[config.mk]
export PLATFORM = sky130hd
export DESIGN_NAME = dma_read_master_flat
export DESIGN_NICKNAME = d
export VERILOG_FILES = /design/src/rtl/dma_pkg.sv /design/src/rtl/dma_read_master_if.sv /design/src/rtl/dma_rm_credit.sv /design/src/rtl/dma_read_master.sv /design/src/flat_wrapper.sv
export SDC_FILE = /design/constraint.sdc
export NUM_CORES = 1
export LEC_CHECK = 0
export CORE_MARGIN = 1.5
export CORE_UTILIZATION = 50
export CTS_CLUSTER_SIZE = 25
export DETAILED_ROUTE_END_ITERATION = 8
export GPL_TIMING_DRIVEN = 0
export PLACE_DENSITY = 0.81
export RECOVER_POWER = 50
export SYNTH_ARGS = -nofsm -noshare
export SYNTH_HDL_FRONTEND = slang
export SYNTH_SLANG_ARGS = --single-unit
export TNS_END_PERCENT = 20
[constraint.sdc]
create_clock -name iClk -period 4.1 [get_ports iClk]
set_input_delay 0.41 -clock iClk [delete_from_list [all_inputs] [get_ports iClk]]
set_output_delay 0.41 -clock iClk [all_outputs]
set_load 0.005 [all_outputs]
[src/rtl/dma_pkg.sv]
// rtl/dma_pkg.sv - shared constants, state type and word-count helper for the DMA read master
// Contents: RM_* state encodings, DMA_WORD_BYTES, DMA_BE_FULL, rm_state_t, words_of().
package dma_pkg;

  localparam logic [1:0] RM_IDLE  = 2'd0;
  localparam logic [1:0] RM_ISSUE = 2'd1;
  localparam logic [1:0] RM_DRAIN = 2'd2;

  localparam int         DMA_WORD_BYTES = 4;
  localparam logic [3:0] DMA_BE_FULL    = 4'b1111;

  typedef enum logic [1:0] {
    ST_IDLE  = RM_IDLE,
    ST_ISSUE = RM_ISSUE,
    ST_DRAIN = RM_DRAIN
  } rm_state_t;

  // Byte length rounded up to whole 32-bit words; a 33-bit sum keeps the
  // carry so Length near 2^32 does not wrap to a tiny count.
  function automatic logic [30:0] words_of(input logic [31:0] len);
    logic [32:0] sum;
    sum = {1'b0, len} + 33'd3;
    return sum[32:2];
  endfunction

endpackage

[src/rtl/dma_read_master_if.sv]
// rtl/dma_read_master_if.sv - Avalon-MM pipelined read bus between the read master and memory
// Signals: oRM_read, oRM_readaddress[31:0], oRM_byteenable[3:0] (master -> slave);
//          iRM_waitrequest, iRM_readdata[31:0], iRM_readdatavalid (slave -> master).
// Modports: master (read master side), slave (memory / bench side).
interface dma_read_master_if;

  logic        oRM_read;
  logic [31:0] oRM_readaddress;
  logic [3:0]  oRM_byteenable;
  logic        iRM_waitrequest;
  logic [31:0] iRM_readdata;
  logic        iRM_readdatavalid;

  modport master (
    output oRM_read, oRM_readaddress, oRM_byteenable,
    input  iRM_waitrequest, iRM_readdata, iRM_readdatavalid
  );

  modport slave (
    input  oRM_read, oRM_readaddress, oRM_byteenable,
    output iRM_waitrequest, iRM_readdata, iRM_readdatavalid
  );

endinterface

[src/rtl/dma_rm_credit.sv]
// rtl/dma_rm_credit.sv - pending-read counter and FIFO space check for the DMA read master
// Ports: iClk, iReset (sync, active-high); accept (read accepted on the bus);
//        ret (a returned word leaves the FF_write register into the FIFO);
//        FF_usedw[FIFO_AW:0] (FIFO fill); may_issue (room for one more read).
module dma_rm_credit #(
  parameter int MAX_PENDING = 4,
  parameter int FIFO_DEPTH  = 256,
  parameter int FIFO_AW     = 8
) (
  input  logic               iClk,
  input  logic               iReset,
  input  logic               accept,
  input  logic               ret,
  input  logic [FIFO_AW:0]   FF_usedw,
  output logic               may_issue
);

  // Up to 15 reads in flight. A word stays counted while it sits in the
  // FF_write register, so the moment it leaves here it shows up in FF_usedw
  // and the sum below never dips below the true commitment to the FIFO.
  logic [3:0]  pending;
  logic [31:0] fill;

  always_ff @(posedge iClk) begin
    if (iReset) begin
      pending <= 4'd0;
    end else if (accept && !ret) begin
      pending <= pending + 4'd1;
    end else if (!accept && ret) begin
      pending <= pending - 4'd1;
    end
  end

  assign fill      = 32'(FF_usedw) + 32'(pending);
  assign may_issue = (32'(pending) < 32'(MAX_PENDING)) && (fill < 32'(FIFO_DEPTH));

endmodule

[src/rtl/dma_read_master.sv]
// rtl/dma_read_master.sv - Avalon-MM pipelined read master feeding the DMA FIFO
// Ports: iClk, iReset (sync, active-high); Start, Length[31:0], RM_startaddress[31:0]
//        from the control slave; FF_usedw[FIFO_AW:0] in, FF_write/FF_data[31:0] out
//        to the FIFO; avm (dma_read_master_if.master) Avalon read bus; RM_done level.
// Optional: DMA_READ_MASTER_PERF_EN adds RM_stall_cycles[31:0] (waitrequest stall count).
module dma_read_master
  import dma_pkg::*;
#(
  parameter int MAX_PENDING = 4,
  parameter int FIFO_DEPTH  = 256,
  parameter int FIFO_AW     = 8
) (
  input  logic                iClk,
  input  logic                iReset,
  input  logic                Start,
  input  logic [31:0]         Length,
  input  logic [31:0]         RM_startaddress,
  input  logic [FIFO_AW:0]    FF_usedw,
  output logic                FF_write,
  output logic [31:0]         FF_data,
  dma_read_master_if.master   avm,
  output logic                RM_done
`ifdef DMA_READ_MASTER_PERF_EN
  ,
  output logic [31:0]         RM_stall_cycles
`endif
);

  rm_state_t   state_q, state_d;
  logic [30:0] issue_cnt, recv_cnt;
  logic [31:0] addr_q;
  logic        hold_q;
  logic        may_issue;
  logic        start_ok, rd, accept, ret_valid;

  always_comb begin
    state_d  = state_q;
    start_ok = 1'b0;
    rd       = 1'b0;
    case (state_q)
      ST_IDLE: begin
        start_ok = Start && (Length != 32'd0);
        if (start_ok) state_d = ST_ISSUE;
      end
      ST_ISSUE: begin
        // hold_q keeps a stalled request up even if credit changes meanwhile.
        rd = hold_q || ((issue_cnt != 31'd0) && may_issue);
        if (rd && !avm.iRM_waitrequest && (issue_cnt == 31'd1)) state_d = ST_DRAIN;
      end
      ST_DRAIN: begin
        if (recv_cnt == 31'd0) state_d = ST_IDLE;
      end
      default: state_d = ST_IDLE;
    endcase
  end

  assign accept    = rd && !avm.iRM_waitrequest;
  // Data arriving while idle or after all words are in is stale (e.g. left
  // over from a reset mid-transfer) and is dropped.
  assign ret_valid = avm.iRM_readdatavalid && (state_q != ST_IDLE) && (recv_cnt != 31'd0);

  assign avm.oRM_read        = rd;
  assign avm.oRM_readaddress = addr_q;
  assign avm.oRM_byteenable  = rd ? DMA_BE_FULL : 4'b0000;

  always_ff @(posedge iClk) begin
    if (iReset) begin
      state_q   <= ST_IDLE;
      issue_cnt <= 31'd0;
      recv_cnt  <= 31'd0;
      addr_q    <= 32'd0;
      hold_q    <= 1'b0;
      FF_write  <= 1'b0;
      FF_data   <= 32'd0;
      RM_done   <= 1'b0;
    end else begin
      state_q  <= state_d;
      hold_q   <= rd && avm.iRM_waitrequest;
      FF_write <= ret_valid;
      if (ret_valid) begin
        FF_data  <= avm.iRM_readdata;
        recv_cnt <= recv_cnt - 31'd1;
      end
      if (accept) begin
        issue_cnt <= issue_cnt - 31'd1;
        addr_q    <= addr_q + 32'(DMA_WORD_BYTES);
      end
      if (start_ok) begin
        addr_q    <= RM_startaddress & ~32'h3;
        issue_cnt <= words_of(Length);
        recv_cnt  <= words_of(Length);
        RM_done   <= 1'b0;
      end
      if ((state_q == ST_DRAIN) && (recv_cnt == 31'd0)) RM_done <= 1'b1;
    end
  end

  dma_rm_credit #(
    .MAX_PENDING (MAX_PENDING),
    .FIFO_DEPTH  (FIFO_DEPTH),
    .FIFO_AW     (FIFO_AW)
  ) u_credit (
    .iClk      (iClk),
    .iReset    (iReset),
    .accept    (accept),
    .ret       (FF_write),
    .FF_usedw  (FF_usedw),
    .may_issue (may_issue)
  );

`ifdef DMA_READ_MASTER_PERF_EN
  always_ff @(posedge iClk) begin
    if (iReset || start_ok) begin
      RM_stall_cycles <= 32'd0;
    end else if (rd && avm.iRM_waitrequest && (RM_stall_cycles != 32'hFFFF_FFFF)) begin
      RM_stall_cycles <= RM_stall_cycles + 32'd1;
    end
  end
`endif

endmodule
[src/flat_wrapper.sv]
// flat-port wrapper written by rule: the top's interface ports become plain ports
module dma_read_master_flat import dma_pkg::*;
#(
  parameter int MAX_PENDING = 4,
  parameter int FIFO_DEPTH  = 256,
  parameter int FIFO_AW     = 8
)
  (iClk, iReset, Start, Length, RM_startaddress, FF_usedw, FF_write, FF_data, RM_done, avm_oRM_read, avm_oRM_readaddress, avm_oRM_byteenable, avm_iRM_waitrequest, avm_iRM_readdata, avm_iRM_readdatavalid);
  dma_read_master_if avm_i ();
  input  logic iClk;
  input  logic iReset;
  input  logic Start;
  input  logic [31:0] Length;
  input  logic [31:0] RM_startaddress;
  input  logic [FIFO_AW:0] FF_usedw;
  output logic FF_write;
  output logic [31:0] FF_data;
  output logic RM_done;
  output wire logic [$bits(avm_i.oRM_read)-1:0] avm_oRM_read;
  output wire logic [$bits(avm_i.oRM_readaddress)-1:0] avm_oRM_readaddress;
  output wire logic [$bits(avm_i.oRM_byteenable)-1:0] avm_oRM_byteenable;
  input wire logic [$bits(avm_i.iRM_waitrequest)-1:0] avm_iRM_waitrequest;
  input wire logic [$bits(avm_i.iRM_readdata)-1:0] avm_iRM_readdata;
  input wire logic [$bits(avm_i.iRM_readdatavalid)-1:0] avm_iRM_readdatavalid;
  assign avm_oRM_read = avm_i.oRM_read;
  assign avm_oRM_readaddress = avm_i.oRM_readaddress;
  assign avm_oRM_byteenable = avm_i.oRM_byteenable;
  assign avm_i.iRM_waitrequest = avm_iRM_waitrequest;
  assign avm_i.iRM_readdata = avm_iRM_readdata;
  assign avm_i.iRM_readdatavalid = avm_iRM_readdatavalid;
  dma_read_master #(.MAX_PENDING(MAX_PENDING), .FIFO_DEPTH(FIFO_DEPTH), .FIFO_AW(FIFO_AW)) u_core (.iClk(iClk), .iReset(iReset), .Start(Start), .Length(Length), .RM_startaddress(RM_startaddress), .FF_usedw(FF_usedw), .FF_write(FF_write), .FF_data(FF_data), .avm(avm_i), .RM_done(RM_done));
endmodule
# After elaboration in Yosys (flattened, before gate mapping)
# Cells that the tools add are included.
op_classes:
  n_addsub: 7
  mul: 0
  div_mod_pow: 0
  order_cmp: 2
  n_eq_ne: 6
  shift: 0
  n_mux: 17
  bitwise: 0
  reduce_logical: 28
op_table:
  columns: ["op", "count"]
  rows:
  - ["31-bit two-way mux", 4]
  - ["32-bit two-way mux", 2]
  - ["31-bit nonzero test", 2]
  - ["31-bit by 1-bit subtractor with 31-bit output (second input constant)", 2]
  - ["32-bit by 2-bit adder with 33-bit output (second input constant)", 1]
  - ["32-bit by 3-bit adder with 32-bit output (second input constant)", 1]
  - ["32-bit nonzero test", 1]
  - ["31-bit by 1-bit == test with 1-bit output (second input constant)", 1]
  - ["31-bit logical NOT", 1]
  - ["1-bit logical AND", 12]
  - ["4-bit two-way mux", 3]
  - ["9-bit by 4-bit adder with 10-bit output", 1]
  - ["10-bit by 9-bit less-than comparator with 1-bit output (second input constant)", 1]
  - ["2-bit nonzero test", 5]
  - ["2-bit two-way mux", 3]
  - ["2-bit by 1-bit != test with 1-bit output (second input constant)", 3]
  - ["2-bit case mux with 3 select lines", 1]
  - ["4-bit by 1-bit adder with 4-bit output (second input constant)", 1]
  - ["4-bit by 3-bit less-than comparator with 1-bit output (second input constant)", 1]
  - ["1-bit two-way mux", 4]
  - ["4-bit by 1-bit subtractor with 4-bit output (second input constant)", 1]
  - ["1-bit logical NOT", 3]
  - ["3-bit AND reduction", 1]
  - ["2-bit by 1-bit == test with 1-bit output (second input constant)", 1]
  - ["other kinds (4)", 4]
word_totals:
  reg_bits: 135
  latch_bits: 0
  ramBits: 0
  rom_bits: 0
  input_bits: 110
  out_inout_bits: 71
  word_cells: 70
  mem_count: 0

# Logic depth before layout (Yosys ltp)
logic_depth:
  ltp_word: 11
  mapped_depth: 14
  ltp_nobuf: 13

# Cells and area by module
# Synthesis repeated with hierarchy kept, for this count alone.
unflattened:
  hier_cells: 907
  hier_area_um2: 7415.9
by_module_without_submodules:
  columns: ["module", "n_inst", "cells_each", "area_each_um2", "seq_area_each_um2"]
  rows:
  - ["dma_read_master", 1, 871, 7071.8, 2582.5]
  - ["dma_rm_credit", 1, 36, 344.1, 80.1]

# Worst setup path before layout
# Ideal clock, no wire load.
synth_timing:
  path_kind: "reg2reg"
  startpoint: "reg u_core.issue_cnt[2]"
  endpoint: "reg u_core.u_credit.pending[3]"
  setup_time_ns: 0.070
  arrival_ns: 3.373
  required_ns: 4.030
  slack_ns: 0.657
  stages_incl_launch_ff: 15
  n_path_buf: 2
  synth_period_minus_slack_ns: 3.443
  path_cell_list: "dfxtp_1 > or4_1 > buf_2 > nor4_2 > nand4b_2 > and2_1 > clkbuf_1 > ha_1 > inv_1 > ha_1 > a21o_1 > a21oi_1 > xnor2_1 > or3_1 > a21oi_1"
synth_via:
  elab_chain_len: 8
  elab_cells_between_ends: 10
  cone_classes: "mux: 2; reduce/logical: 8"
synth_rtl:
  columns: ["item", "line", "rtl"]
  rows:
  - ["start: declaration", "dma_read_master.sv:30", "logic [30:0] issue_cnt, recv_cnt;"]
  - ["start signal: assignment", "dma_read_master.sv:85", "issue_cnt <= issue_cnt - 31'd1;"]
  - ["start signal: assignment", "dma_read_master.sv:90", "issue_cnt <= words_of(Length);"]
  - ["31-bit nonzero test *", "dma_read_master.sv:47", "rd = hold_q || ((issue_cnt != 31'd0) && may_issue);"]
  - ["1-bit logical AND *", "dma_read_master.sv:47", null]
  - ["1-bit logical OR *", "dma_read_master.sv:47", null]
  - ["1-bit two-way mux *", "dma_read_master.sv:40", "case (state_q)"]
  - ["1-bit logical AND *", "dma_read_master.sv:57", "assign accept = rd && !avm.iRM_waitrequest;"]
  - ["1-bit logical NOT", "dma_rm_credit.sv:29", "end else if (!accept && ret) begin"]
  - ["1-bit logical AND", "dma_rm_credit.sv:29", null]
  - ["2-bit nonzero test (no line)", null, null]
  - ["end signal: assignment", "dma_rm_credit.sv:28", "pending <= pending + 4'd1;"]
  - ["end signal: assignment", "dma_rm_credit.sv:30", "pending <= pending - 4'd1;"]
  - ["end: declaration", "dma_rm_credit.sv:21", "logic [3:0] pending;"]
# Mark *: on every way between the ends. The rest lies on a longest branch, timed or not.
# A chain may end at the register's enable or synchronous reset.

# Worst setup path after layout
# Ends and elaborated chain as after synthesis.

==> reports/qor.txt <==
Remaining Overflow, GRT: 0
leakage dissipation: 3.63 nW
most frequent cell after synthesis: dfxtp_1
core area: 14000 µm²
CP Class: reg -> reg
total I/O pin count: 181
NetSw: 1.07 mW
maximum fanout along the worst path: 10
Final WS setup: 0.297 ns
Switching Share: 0.278
startpoint types: flip-flop
Seq/Total Area, Yosys: 0.368
vias in the first global route: 7096
worst hold-check path type: reg -> reg
DR vias: 7462
RePlAce Congestion: 0.957
Final Skew: 0.00841 ns
Fmax: 263 MHz
Pre-antenna DRT Iters: 5
top post-synthesis cells by area: dfxtp_1, xor2_1, a21oi_1, nand2_1, nand4_1
syn_area_per_cell: 8.23 µm²
CP endpoint kind: flip-flop
max cap viols: 0
Place WS: 0.0741 ns
post-route ant nets: 0
power density over cell area: 388 nW/µm²
largest net degree at the start of global routing: 17
Tot GR Track Use: 0.301
FILL cells: 1171
Final Max Tran Viols: 0
Die X: 123 µm
Num CTS Buffers: 17
wirelength, routed: 22600 µm
final hold vios: 0
diode count: 0
RSZ-0062 raised after global routing: false
clk buf depth: 2
input/output buffers: 176
Yosys reg bits: 133
fin crit share: 0.928
latest clock arrival within the worst-skew pair: 0.43 ns
CTS clk-pin slew, worst paths: 0.06 ns
post-CTS setup repair buffer count: 0
ys flop type: dfxtp_1
Post-synth ARST share: 0
Initial Util: 0.518
initial DRC count: 655
Period minus WS final: 3.80 ns
Syn Inst Count: 880
Post-synth EDFFs: 0
TritonCTS clock tree: done
Relative slew margins: 0.121
Root Driver: clkbuf_16
sequential power share: 0.390
Setup Viol. Count Final: 0
critical path required time: 4.46 ns
actual slew at the worst max-slew pin: 1.31 ns
multi-input logic area: 4280 µm²
Fin Setup TNS: 0 ns
Power Internal: 2.76 mW
H-Tree Level Count: 4
combinational fraction of design power: 0.185
nets@finish: 1198
storage element area: 2660 µm²
synth cell count leaders: dfxtp_1, nand2_1, a21oi_1
global-route wire length before repair: 35400 µm
yosys warns: 0
clock power share: 0.425
vias per cell: 5.88
status: finished clean
Clock Sink Count: 133
Max VDD drop: 0.344 mV
Yosys top cell by area: dfxtp_1
full die area: 15200 µm²
DR WL/cell: 17.8 µm
synthesized area: 7240 µm²
initial antenna violation count: 1
Crit path arrival time: 4.17 ns
Layout area overhead: 36.1%
HPWL Detailed: 17000 µm
Vert. Die Dim: 123 µm
Core Rows: 43
Synth top area share: 0.368
DRC viols: 0
unique cell type count in the Yosys netlist: 61
share of cells above drive strength 1: 0.0487
==> layout by cell type, fill, tap and decap left out, types with 11 or more instances in the layout <==
master	count
a211oi_1	32
a21o_1	19
a21oi_1	76
a31oi_1	13
and3_1	12
clkbuf_1	46
clkbuf_16	17
clkdlybuf4s50_1	111
dfxtp_1	133
dlygate4sd3_1	65
ha_1	11
inv_1	14
nand2_1	83
nand3_1	33
nand4_1	45
nor2_1	61
nor3_1	26
nor4_1	27
o21ai_0	15
or3_1	20
or4_1	13
xnor2_1	32
xor2_1	63
==> metal layers <==
metal	routed length [µm]	global-route usage	vias to the layer above	part of all wire
li1	-	-	3633	-
met1	9580	0.397	3466	0.42
met2	10700	0.483	302	0.47
met3	1640	0.0641	59	0.073
met4	659	0.116	2	0.029
met5	24	0	-	0.0011
==> per-stage QoR <==
step	util	instance area (µm²)	total power, mW	hold WS (ns)	cells
2_1_floorplan	-	7250	1.88	0.452	881
4_1_cts	0.705	9860	3.83	0.453	1269
3_3_place_gp	0.660	9240	2.21	0.440	1237
5_1_grt	0.705	9860	3.96	0.467	1269
3_5_place_dp	0.660	9240	2.22	0.446	1237
6_report	0.705	9860	3.83	0.449	1269
==> final cells by class <==
class                           instances  share of cell area
Multi-Input combinational cell        678               0.435
Tap cell                              180              0.0228
Clock buffer                           20              0.0453
Buffer                                 56              0.0250
Timing Repair Buffer                  176               0.179
Inverter                               14             0.00533
Sequential cell                       133               0.270
Clock inverter                         12              0.0180
==> kinds of logic (layout without fill, tap and decap cells) <==
family	count (synthesis)	in the layout	share of synthesized area
AO/OA/AOI/OAI	200	200	0.178
other	1	2	0.000518
flip-flops	133	133	0.368
XOR/XNOR	95	95	0.115
AND/OR/NAND/NOR	365	365	0.271
buffers and inverters	70	278	0.0413
adder cells (fa/ha/maj)	12	12	0.0218
multiplexers	4	4	0.00570
==> worst max-delay path: stages (launching register included) <==
cell      delay [ns]
dfxtp_1         0.35
or4_1           0.52
buf_2           0.18
nor4_4          0.45
nand4b_4        0.26
and2_1          0.21
clkbuf_1        0.23
ha_1            0.28
inv_1           0.12
ha_1            0.24
a21o_1          0.18
a21oi_1         0.18
xnor2_1         0.10
or3_1           0.30
a21oi_1         0.14
==> what timing repair did <==
action	CTS	global route
resized for setup	0	3
hold endpoints to repair	0	0
endpoints found under the setup margin	0	5
hold buffers	0	0
==> registers in the layout, summed over array words and instances (netlist names) <==
| register | flops |
|---|---|
| u_core.FF_write | 1 |
| u_core.state_q | 2 |
| u_core.u_credit.pending | 4 |
| u_core.hold_q | 1 |
| u_core.issue_cnt | 31 |
| u_core.recv_cnt | 31 |
| u_core.avm.oRM_readaddress | 30 |
| u_core.RM_done | 1 |
| u_core.FF_data | 32 |
==> power by group through the flow <==
| stage | registers [mW] | clock network, mW | logic [mW] |
|---|---|---|---|
| after floorplan | 1.50 | 0 | 0.381 |
| after global placement | 1.51 | 0 | 0.696 |
| after detailed placement | 1.52 | 0 | 0.706 |
| after CTS | 1.49 | 1.63 | 0.713 |
| after global routing | 1.51 | 1.68 | 0.771 |
| final | 1.49 | 1.63 | 0.708 |
==> worst paths after layout <==
path | startpoint | to | slack (ns) | cells after the start
setup / recovery | u_core.issue_cnt[2] | u_core.u_credit.pending[3] | 0.30 | 14
hold / removal | u_core.FF_data[8] | u_core.FF_data[8] | 0.45 | 2
setup reg to reg | u_core.issue_cnt[2] | u_core.u_credit.pending[3] | 0.30 | 14
hold reg to reg | u_core.FF_data[8] | u_core.FF_data[8] | 0.45 | 2
No activity file was read; power rests on OpenSTA's default activity.
